<file path="src/rtl/rca_pkg.sv">
// rtl/rca_pkg.sv - shared state type and sizing helper for the sequential ripple-carry adder
package rca_pkg;

   typedef enum logic [1:0] {
      IDLE = 2'd0,
      RUN  = 2'd1,
      DONE = 2'd2
   } state_t;

   // Digit counter width; never narrower than one bit so NDIG=1 still has a counter.
   function automatic int cnt_width(input int ndig);
      return (ndig > 1) ? $clog2(ndig) : 1;
   endfunction

endpackage

</file>
<file path="src/rtl/rca_slice.sv">
// rtl/rca_slice.sv - combinational DIGIT-bit ripple-carry slice
module rca_slice #(
   parameter int DIGIT = 4
) (
   input  logic [DIGIT-1:0] a,
   input  logic [DIGIT-1:0] b,
   input  logic             cin,
   output logic [DIGIT-1:0] sum,
   output logic             cout,
   output logic             c_msb
);

   logic [DIGIT:0] c;

   // Ripple the carry bit by bit through the slice.
   always_comb begin
      sum  = '0;
      c    = '0;
      c[0] = cin;
      for (int i = 0; i < DIGIT; i++) begin
         sum[i]   = a[i] ^ b[i] ^ c[i];
         c[i+1]   = (a[i] & b[i]) | (c[i] & (a[i] ^ b[i]));
      end
   end

   assign cout  = c[DIGIT];
   assign c_msb = c[DIGIT-1];

endmodule

</file>
<file path="src/rtl/rca_seq_adder.sv">
// rtl/rca_seq_adder.sv - multi-cycle ripple-carry adder, one digit per clock (RCA_SUB_EN adds subtract)
module rca_seq_adder
   import rca_pkg::*;
#(
   parameter int WIDTH = 16,
   parameter int DIGIT = 4
) (
   input  logic             clk,
   input  logic             rst_n,
   input  logic             start,
   input  logic [WIDTH-1:0] a,
   input  logic [WIDTH-1:0] b,
   input  logic             cin,
`ifdef RCA_SUB_EN
   input  logic             sub,
`endif
   output logic             busy,
   output logic             done,
   output logic [WIDTH-1:0] s,
   output logic             cout,
   output logic             ovf
);

   localparam int             NDIG = WIDTH / DIGIT;
   localparam int             CW   = cnt_width(NDIG);
   localparam logic [CW-1:0]  LAST = CW'(NDIG - 1);

   state_t           state;
   logic [WIDTH-1:0] a_sr;
   logic [WIDTH-1:0] b_sr;
   logic             carry;
   logic [CW-1:0]    cnt;

   logic [DIGIT-1:0] slice_sum;
   logic             slice_cout;
   logic             slice_c_msb;
   logic [WIDTH-1:0] sum_next;

   logic [WIDTH-1:0] b_load;
   logic             c_load;

`ifdef RCA_SUB_EN
   // Subtract is A + ~B + 1, so the incoming carry is forced high and cin is ignored.
   assign b_load = sub ? ~b : b;
   assign c_load = sub | cin;
`else
   assign b_load = b;
   assign c_load = cin;
`endif

   rca_slice #(.DIGIT(DIGIT)) u_slice (
      .a     (a_sr[DIGIT-1:0]),
      .b     (b_sr[DIGIT-1:0]),
      .cin   (carry),
      .sum   (slice_sum),
      .cout  (slice_cout),
      .c_msb (slice_c_msb)
   );

   generate
      if (NDIG == 1) begin : g_one
         assign sum_next = slice_sum;
      end else begin : g_multi
         logic [WIDTH-DIGIT-1:0] part;

         // Partial sum shifts right; each new digit enters at the top.
         always_ff @(posedge clk or negedge rst_n) begin
            if (!rst_n)
               part <= '0;
            else if (state == RUN)
               part <= sum_next[WIDTH-1:DIGIT];
         end

         assign sum_next = {slice_sum, part};
      end
   endgenerate

   // Control FSM with operand shifting, carry chaining and registered results.
   always_ff @(posedge clk or negedge rst_n) begin
      if (!rst_n) begin
         state <= IDLE;
         a_sr  <= '0;
         b_sr  <= '0;
         carry <= 1'b0;
         cnt   <= '0;
         busy  <= 1'b0;
         done  <= 1'b0;
         s     <= '0;
         cout  <= 1'b0;
         ovf   <= 1'b0;
      end else begin
         done <= 1'b0;
         case (state)
            IDLE, DONE: begin
               if (start) begin
                  a_sr  <= a;
                  b_sr  <= b_load;
                  carry <= c_load;
                  cnt   <= '0;
                  busy  <= 1'b1;
                  state <= RUN;
               end else begin
                  busy  <= 1'b0;
                  state <= IDLE;
               end
            end
            RUN: begin
               a_sr  <= a_sr >> DIGIT;
               b_sr  <= b_sr >> DIGIT;
               carry <= slice_cout;
               cnt   <= cnt + 1'b1;
               if (cnt == LAST) begin
                  s     <= sum_next;
                  cout  <= slice_cout;
                  ovf   <= slice_c_msb ^ slice_cout;
                  done  <= 1'b1;
                  busy  <= 1'b0;
                  state <= DONE;
               end
            end
            default: begin
               busy  <= 1'b0;
               state <= IDLE;
            end
         endcase
      end
   end

endmodule

</file>
<file path="config.mk">
export PLATFORM = sky130hd
export DESIGN_NAME = rca_seq_adder
export DESIGN_NICKNAME = d
export VERILOG_FILES = /design/src/rtl/rca_pkg.sv /design/src/rtl/rca_slice.sv /design/src/rtl/rca_seq_adder.sv
export SDC_FILE = /design/constraint.sdc
export NUM_CORES = 1
export LEC_CHECK = 0
export BUFFER_PORTS_ARGS = -buffer_cell sky130_fd_sc_hd__buf_4
export CORE_ASPECT_RATIO = 2
export CORE_UTILIZATION = 57
export CTS_CLUSTER_DIAMETER = 100
export DETAILED_ROUTE_END_ITERATION = 16
export HOLD_SLACK_MARGIN = 0.02
export PLACE_DENSITY = 0.81
export REMOVE_ABC_BUFFERS = 1
export SETUP_SLACK_MARGIN = 0.3
export SKIP_CTS_REPAIR_TIMING = 1
export SLEW_MARGIN = 20
export SYNTH_ARGS = -nofsm -noshare
export SYNTH_HDL_FRONTEND = slang
export SYNTH_SLANG_ARGS = --single-unit
</file>
<file path="constraint.sdc">
create_clock -name clk -period 4.75 [get_ports clk]
set_input_delay 0.2375 -clock clk [delete_from_list [all_inputs] [get_ports clk]]
set_output_delay 0.2375 -clock clk [all_outputs]
set_load 0.02 [all_outputs]
</file>
---- Word level (Yosys, flattened, before mapping) ----
Cells that the tools add are included.
storage, ports and cells
  flip-flop bits (word level) ............. 69
  input bits .............................. 36
  output and inout port bits .............. 20
operators by class
  add/sub/neg operators ................... 1
  equal/unequal tests ..................... 5
  multiplexer cells ....................... 16
  bitwise gates (word level) .............. 21
  reduce and logical (&&, ||, !) cells .... 5
operators with widths
  cell                                                   number
  case mux 16 bit (2 select lines)                       2
  two-way mux 16 bit                                     2
  bitwise XOR 1 bit                                      9
  AND 1 bit                                              8
  case mux 2 bit (2 select lines)                        2
  two-way mux 1 bit                                      6
  equality test 2 bit, second input constant             2
  two-way mux 2 bit                                      2
  bitwise OR 1 bit                                       4
  case mux 1 bit (2 select lines)                        2
  AND reduction 2 bit                                    2
  adder 2 x 1 -> 2 bit, second input constant            1
  equality test 2 x 1 -> 1 bit, second input constant    1
  logical NOT 2 bit                                      1
  inequality test 2 x 1 -> 1 bit, second input constant  1
  inequality test 2 bit, second input constant           1
  nonzero test 2 bit                                     1
  OR reduction 2 bit                                     1

---- Logic depth before layout (Yosys ltp) ----
Gate-level depths: netlist (run 1).
  depth after elaboration ................. 10
  mapped depth ............................ 10
  gate-level depth less buffers ........... 10

---- Cells and area by module ----
A second synthesis (run 1) with hierarchy kept.
unflattened totals
  cells, all modules ...................... 278
  area total of the unflattened synthesis .. 3,209.3 um^2
by module, submodules not included
  module         times used  cells an instance  area an instance (um^2)  sequential area each (um^2)
  rca_seq_adder  1           266                3,099.2                  1,726.7
  rca_slice      1           12                 110.1                    0.0

---- Worst setup path after synthesis (run 1) ----
Ideal clock, no wire load.
  kind .................................... reg-to-reg
  from .................................... reg a_sr[0]
  to ...................................... reg s[15]
  arrival time ............................ 2.054 ns
  required time ........................... 4.667 ns
  setup slack ............................. 2.613 ns
  cell stages (with the launch flop) ...... 9
  clock period less this slack ............ 2.137 ns
  path through ............................ dfrtp_1 -> fa_1 -> inv_1 -> fa_1 -> inv_1 -> fa_1 -> inv_1 -> fa_1 -> o21ai_0
between the ends
  longest elaborated chain between the ends .. 8
RTL lines
  element                   RTL line              RTL
  start: declaration        rca_seq_adder.sv:29   logic [WIDTH-1:0] a_sr;
  start signal: assignment  rca_seq_adder.sv:108  a_sr <= a_sr >> DIGIT;
  bitwise XOR 1 bit         rca_slice.sv:22       c[i+1] = (a[i] & b[i]) | (c[i] & (a[i] ^ b[i]));
  AND 1 bit                 rca_slice.sv:22
  bitwise OR 1 bit *        rca_slice.sv:22
  AND 1 bit *               rca_slice.sv:22
  bitwise OR 1 bit *        rca_slice.sv:22
  AND 1 bit *               rca_slice.sv:22
  bitwise OR 1 bit *        rca_slice.sv:22
  bitwise XOR 1 bit *       rca_slice.sv:21       sum[i] = a[i] ^ b[i] ^ c[i];
  end signal: assignment    rca_seq_adder.sv:113  s <= sum_next;
  end: declaration          rca_seq_adder.sv:19   output logic [WIDTH-1:0] s,
Mark *: on every way between the ends. The rest lies on a longest branch, timed or not.
A chain may end at the register's enable or synchronous reset.

---- Final worst setup path (run 1) ----
Ends and elaborated chain as after synthesis.

==> results of run 1 <==
-- kinds of logic (layout without fill, tap and decap cells) --
| logic type | Yosys count | in the layout |
|---|---|---|
| AOI/OAI and AO/OA | 69 | 69 |
| xor gates and xnor gates | 1 | 1 |
| adders and majority gates | 5 | 5 |
| buffers and inverters | 37 | 91 |
| DFF | 69 | 69 |
| muxes | 45 | 45 |
| and+or+nand+nor | 35 | 35 |
-- power by group through the flow --
| stage | sequential (mW) | combinational, mW | clock [mW] |
|---|---|---|---|
| after floorplan | 1.18 | 0.693 | 0 |
| after global placement | 1.05 | 1.13 | 0 |
| after detailed placement | 1.07 | 1.17 | 0 |
| after CTS | 1.07 | 1.18 | 0.500 |
| after global routing | 1.10 | 1.28 | 0.523 |
| final | 1.06 | 1.16 | 0.489 |
-- sequential cells by signal, summed over array words and instances, names as in the netlist --
signal	cells
b_sr	16
state	2
busy	1
a_sr	16
g_multi.part	12
cout	1
ovf	1
done	1
cnt	2
s	16
carry	1
-- worst max-delay path: cells and delay by family, from the launching register on --
family	cells	cell delay [ns]
AOI/OAI and AO/OA	1	0.17
adders and majority gates	4	1.41
buffers and inverters	3	0.21
DFF	1	0.41
-- stage by stage --
stage	hold WS [ns]	area, µm²	util (%)	power, mW	cells
after floorplan	-0.0581	3050	-	1.87	242
after global placement	0.403	3550	66.1	2.19	359
after detailed placement	0.404	3550	66.1	2.25	359
after CTS	0.0221	3760	70.0	2.75	375
after global routing	0.0650	3760	70.0	2.90	375
final	-0.00697	3760	70.0	2.71	375
-- routing by layer --
metal  part of all wire, %  GRT usage, %  routed length, µm
met1                    41          26.0               2330
met2                    54          37.2               3110
met3                   3.1          6.50                179
met4                   1.9          10.4                110
met5                     0             0                  0
-- final timing paths --
kind,end,cells after the start
setup / recovery,s[15]$_DFFE_PN0P_,8
hold / removal,b_sr[15]$_DFFE_PN0P_,1
setup reg to reg,s[15]$_DFFE_PN0P_,8
hold reg to reg,s[13]$_DFFE_PN0P_,2
max in group asynchronous,g_multi.part[6]$_DFFE_PN0P_,1
min in group clk,b_sr[15]$_DFFE_PN0P_,2
-- cell type report --
cell class              instances  share of cell area (%)
clock buffers                  11                    4.02
well taps                      60                    2.00
clock inverters                 5                    1.53
repair buffers                 57                    11.4
flip-flops and latches         69                    45.9
multi-input cells             155                    33.4
inverters                      18                    1.80
-- synthesized netlist by cell type --
library cell and n:
a21oi_1 26, dfrtp_1 69, a211oi_1 17, nand3_1 5, and2_4 1, o31ai_1 1, a22o_1 5, clkbuf_1 6
fa_1 4, nand2_1 6, mux2_4 10, mux2_2 15, o21ai_0 12, inv_1 18, nand3b_4 1, o22ai_1 8
nor2b_1 18, buf_6 5, ha_1 1, nand2b_4 1, mux2i_1 20, xor2_1 1, buf_2 8, nand2b_1 1
nor2_1 2
==> metrics.md, run 1 <==
| Metric | Value |
|---|---|
| CTS tree | yes |
| Slowest-stage cell, CP | fa_1 |
| Final setup fails | 0 |
| Worst Setup Path Type | reg -> reg |
| Vias per cell | 5.61 |
| LEAKAGE | 1.78 nW |
| Max Freq | 0.438 GHz |
| Top cell type's share of synthesized area | 54.5% |
| Most common cell after layout, fill and taps aside | dfrtp_1 |
| Row Count | 38 |
| Post-Synth XOR/XNOR Area | 0.276% |
| Failing checks | negative hold slack |
| Critical-path cell list | fa_1, inv_1, fa_1, inv_1, fa_1, inv_1, fa_1, o21ai_0 |
| Routability cong. | 0.701 |
| Synth top area cells | dfrtp_1, mux2i_1, mux2_2 |
| Vias in the first global route | 2097 |
| Worst clock skew | 0.0106 ns |
| Seq cells post-synth | 69 |
| Combinational share of power | 42.9% |
| Critical Path End Type | flip-flop |
| Int Power | 1.73 mW |
| First-pass GRT wire length | 9340 µm |
| Synth-to-Final Area Change | 18.7% |
| Largest net degree at the start of global routing | 70 |
| NetSw | 0.984 mW |
| Max clock buf depth | 2 |
| Sequential Power Share | 39.1% |
| Post-route DRC violation count | 0 |
| Worst Hold Class | in -> async |
| Num CTS Buffers | 9 |
| DR vias | 2103 |
| Cell variety after synth | 25 |
| DR iter-0 viols | 34 |
| CP Max Fanout | 3 |
| Most frequent cells in the layout | dfrtp_1, buf_4, a21oi_1 |
| Worst R2R Setup Slack | 2.47 ns |
| WHS | -0.00697 ns |
| Max VDD drop | 434 µV |
| Worst-margin pin slew | 0.857 ns |
| Post-Syn Area | 3170 µm² |
| Final #Nets | 351 |
| I/O Buffers | 55 |
| GRT overflow | 0 |
| Seq/Total Area, Yosys | 54.5% |
| Crit path launch type | flip-flop |
| Worst skew pair latency | 0.34 ns |
| Launch point of the worst reg-to-reg path | a_sr[0]$_DFFE_PN0P_ |
| DR pass1 iterations | 4 |
| Layout cells sized above 1 | 32.1% |
| Final Slew Violations | 0 |
| Synth Instances | 261 |
| Synth Area in Compound Gates | 13.2% |
| Slew headroom | 42.8% |
| Total wire length | 5730 µm |
| Min Tclk post-route | 2.28 ns |
| Largest family of logic cells by synthesized area | multiplexers |
| Antenna-violating nets left | 0 |
| Die area | 5880 µm² |
| Max Cap Viol | 0 |
| Simple-Gate Fraction of Synth Area | 6.83% |
| Die Width | 54.7 µm |
| Worst Path Required | 5.01 ns |
| RSZ-0062 raised after global routing | no |
| Fin. Hold Viols | 4 |
| Worst EP arrival | 2.54 ns |
| Storage element area | 1730 µm² |
| Clock Tree Root | clkbuf_8 |
| Max stage delay on crit path | 0.45 ns |
| Yosys top cell by area | dfrtp_1 |
| Antenna diode count | 0 |
| Area occupied by multi-input gates | 1260 µm² |
| DP Worst Slack | 2.46 ns |
| IO Pins | 56 |
| Mapped Avg Cell Area | 12.1 µm² |
| Worst Setup SP | a_sr[0]$_DFFE_PN0P_ |
| Filler cells | 413 |
| Die Height | 107 µm |
| Worst-path clk slew | 0.08 ns |
| Initial antenna violation count | 0 |
| Total GRT Usage | 22.7% |
| Core area | 5370 µm² |
| Fin Setup TNS | 0 ns |
| Pwr Density | 721 nW/µm² |
| Synth Area in Adders | 2.92% |
| HPWL Detailed | 3780 µm |
| Top cell by count, worst path | fa_1 |
| PnR worst setup slack | 2.47 ns |
| Status | finished with violations |
| Fin crit share | 48.1% |
| Switching fraction of total power | 36.2% |
| Htree depth | 3 |
| Initial Util | 59.0% |
| Mux share of post-synthesis cell area | 16.4% |
| Ys Warns | 0 |
| Clk sink count | 69 |
| Clock network power share | 18.0% |
| DR WL/cell | 15.3 µm |
Power figures use the tool's default switching activity.
==> run 2, diff against run 1 <==
- CORE_UTILIZATION: 57 -> 50
- PLACE_DENSITY: 0.81 -> 0.75
- clock period: 4.75 -> 1.9 ns (I/O delays scaled with it)
==> run 2 against run 1 <==
The run ends with negative setup slack left; sequential power rose to 2.6 times the previous value; sequential cell count unchanged; sequential share of layout area down 3.1 points; fmax up 3.3%; routed wire length up 5.5%; combinational power rose to 2.7 times the previous value; critical path type unchanged; worst hold slack better by 0.044 ns; highest routed layer unchanged.
==> metrics.md, run 2 (same netlist as run 1, synthesis figures left out) <==
| Metric | Value |
|---|---|
| Max stage delay on crit path | 0.40 ns |
| Antenna diode count | 0 |
| Worst clock skew | 0.00380 ns |
| Crit path launch type | flip-flop |
| Worst Hold Class | in -> reg |
| Final #Nets | 364 |
| Layout cells sized above 1 | 36.3% |
| Fin crit share | 116% |
| Worst R2R Setup Slack | -0.31 ns |
| Critical-path cell list | fa_2, inv_2, fa_2, inv_2, fa_2, inv_2, fa_2, xor2_1, o21ai_0 |
| Top cell by count, worst path | fa_2 |
| Int Power | 5.04 mW |
| Max clock buf depth | 2 |
| Max Cap Viol | 0 |
| DR vias | 2145 |
| Slew headroom | 43.1% |
| GR Util met3 | 3.95% |
| Worst Path Required | 2.09 ns |
| IO Pins | 56 |
| Combinational share of power | 41.1% |
| Gr busiest metal | met2 |
| CP Max Fanout | 3 |
| Initial antenna violation count | 0 |
| Final cell count without fillers | 412 |
| Worst Setup SP | carry$_DFFE_PN0P_ |
| Largest registers | a_sr x16, b_sr x16, s x16 |
| Largest net degree at the start of global routing | 70 |
| Final setup fails | 7 |
| Post-route DRC violation count | 0 |
| Worst EP arrival | 2.40 ns |
| Most common cell after layout, fill and taps aside | dfrtp_1 |
| Max VDD drop | 863 µV |
| Sequential Power Share | 35.4% |
| Die Width | 58.3 µm |
| Failing checks | negative setup slack |
| Filler cells | 485 |
| DR WL/cell | 14.7 µm |
| Clock Tree Root | clkbuf_16 |
| Vias in the first global route | 2182 |
| Row Count | 40 |
| Htree depth | 3 |
| Buf+Inv Stages, Crit Path | 3 |
| Launch point of the worst reg-to-reg path | carry$_DFFE_PN0P_ |
| Worst hold path depth | 3 |
| Hold Crit Start | a[5] |
| RSZ-0062 raised after global routing | yes |
| Worst-margin pin slew | 0.853 ns |
| Switching fraction of total power | 34.3% |
| Core area | 6060 µm² |
| Vias per cell | 5.21 |
| Core Util, Final | 66.7% |
| Status | finished with violations |
| Max Freq | 0.452 GHz |
| Most frequent cells in the layout | dfrtp_1, buf_4, a21oi_1 |
| Clk sink count | 69 |
| Final Slew Violations | 0 |
| NetSw | 2.63 mW |
| I/O Buffers | 55 |
| CTS tree | yes |
| PnR worst setup slack | -0.310 ns |
| Die Height | 115 µm |
| Synth-to-Final Area Change | 27.5% |
| Die area | 6680 µm² |
| LEAKAGE | 1.88 nW |
| Min Tclk post-route | 2.21 ns |
| Met1 Use GR | 23.8% |
| Met2 Track Usage GR | 32.5% |
| Worst Setup Path Type | reg -> reg |
| HPWL Detailed | 3790 µm |
| Total GRT Usage | 20.0% |
| DR iter-0 viols | 75 |
| Reg-to-Reg End | ovf$_DFFE_PN0P_ |
| Worst skew pair latency | 0.33 ns |
| Routability cong. | 0.748 |
| GRT overflow | 0 |
| Antenna-violating nets left | 0 |
| Clock network power share | 23.5% |
| Pwr Density | 1900 nW/µm² |
| Slowest-stage cell, CP | dfrtp_1 |
| Num CTS Buffers | 9 |
| Critical path's top delay family | adder cells |
| Worst-path clk slew | 0.05 ns |
| Hold EP | a_sr[5]$_DFFE_PN0P_ |
| Total wire length | 6050 µm |
| Initial Util | 52.3% |
| Critical Path End Type | flip-flop |
| Reg2Reg Depth | 9 |
| First-pass GRT wire length | 9990 µm |
| DR pass1 iterations | 4 |
| Fin. Hold Viols | 0 |
| DP Cell Count | 390 |
run 2: cell types whose count changed in the layout (fill, tap and decap cells not counted), moves of 2 or more:
cell | previous run | this run
fa_1 | 4 | 0
clkbuf_16 | 0 | 9
dlygate4sd3_1 | 0 | 5
o21ai_0 | 12 | 10
fa_2 | 0 | 4
clkbuf_8 | 11 | 2
a21oi_1 | 26 | 24
a21oi_2 | 0 | 2
inv_2 | 0 | 3
buf_4 | 57 | 65
inv_1 | 18 | 15
o21ai_1 | 0 | 2
run 2: final cells by class:
cell class / count / area, µm² / area share [%]
sequential: 69 / 1730 / 42.8
multi-input combinational: 155 / 1280 / 31.6
timing repair buffer: 70 / 538 / 13.3
clock buffer: 12 / 256 / 6.35
tap: 84 / 105 / 2.60
clock inverter: 4 / 70.1 / 1.73
inverter: 18 / 67.6 / 1.67
run 2: per-layer routing:
| metal | routed length (µm) | up-vias | part of all wire, % |
|---|---|---|---|
| met5 | 0 | - | 0 |
| met1 | 2510 | 1036 | 41 |
| met3 | 195 | 18 | 3.2 |
| met4 | 207 | 0 | 3.4 |
| li1 | - | 1038 | - |
| met2 | 3140 | 53 | 52 |
run 2: tightest hold or removal path: stages:
cell	delay, ns
buf_4	0.08
a211oi_1	0.05
a21oi_1	0.10
run 2: metrics by stage:
step           setup TNS [ns]  instance area, µm²  power [mW]  hold WS, ns  setup slack, ns
2_1_floorplan           -1.71                3050        4.67       -0.201           -0.245
3_3_place_gp            -1.20                3640        5.57        0.258           -0.302
3_5_place_dp            -1.87                3640        5.71        0.257           -0.432
4_1_cts                 -2.03                3960        7.57      -0.0843           -0.452
5_1_grt                 -1.73                4040        8.14       0.0444           -0.357
6_report                -1.35                4040        7.66       0.0374           -0.310
run 2: power groups by stage:
stage                     logic, mW  clock network (mW)  registers, mW
after global placement         2.88                   0           2.69
after global routing           3.46                1.89           2.80
after floorplan                1.73                   0           2.94
final                          3.15                1.80           2.71
after CTS                      3.04                1.82           2.71
after detailed placement       2.99                   0           2.72
run 2: worst max path at each step:
stage                                         to  slack [ns]  cells past startpoint
global route                     ovf$_DFFE_PN0P_       -0.36                      9
global placement               s[15]$_DFFE_PN0P_       -0.30                      8
CTS                 g_multi.part[11]$_DFFE_PN0P_       -0.45                      8
floorplan                      s[15]$_DFFE_PN0P_       -0.24                      8
detailed placement             s[15]$_DFFE_PN0P_       -0.43                      8
finish                           ovf$_DFFE_PN0P_       -0.31                      9
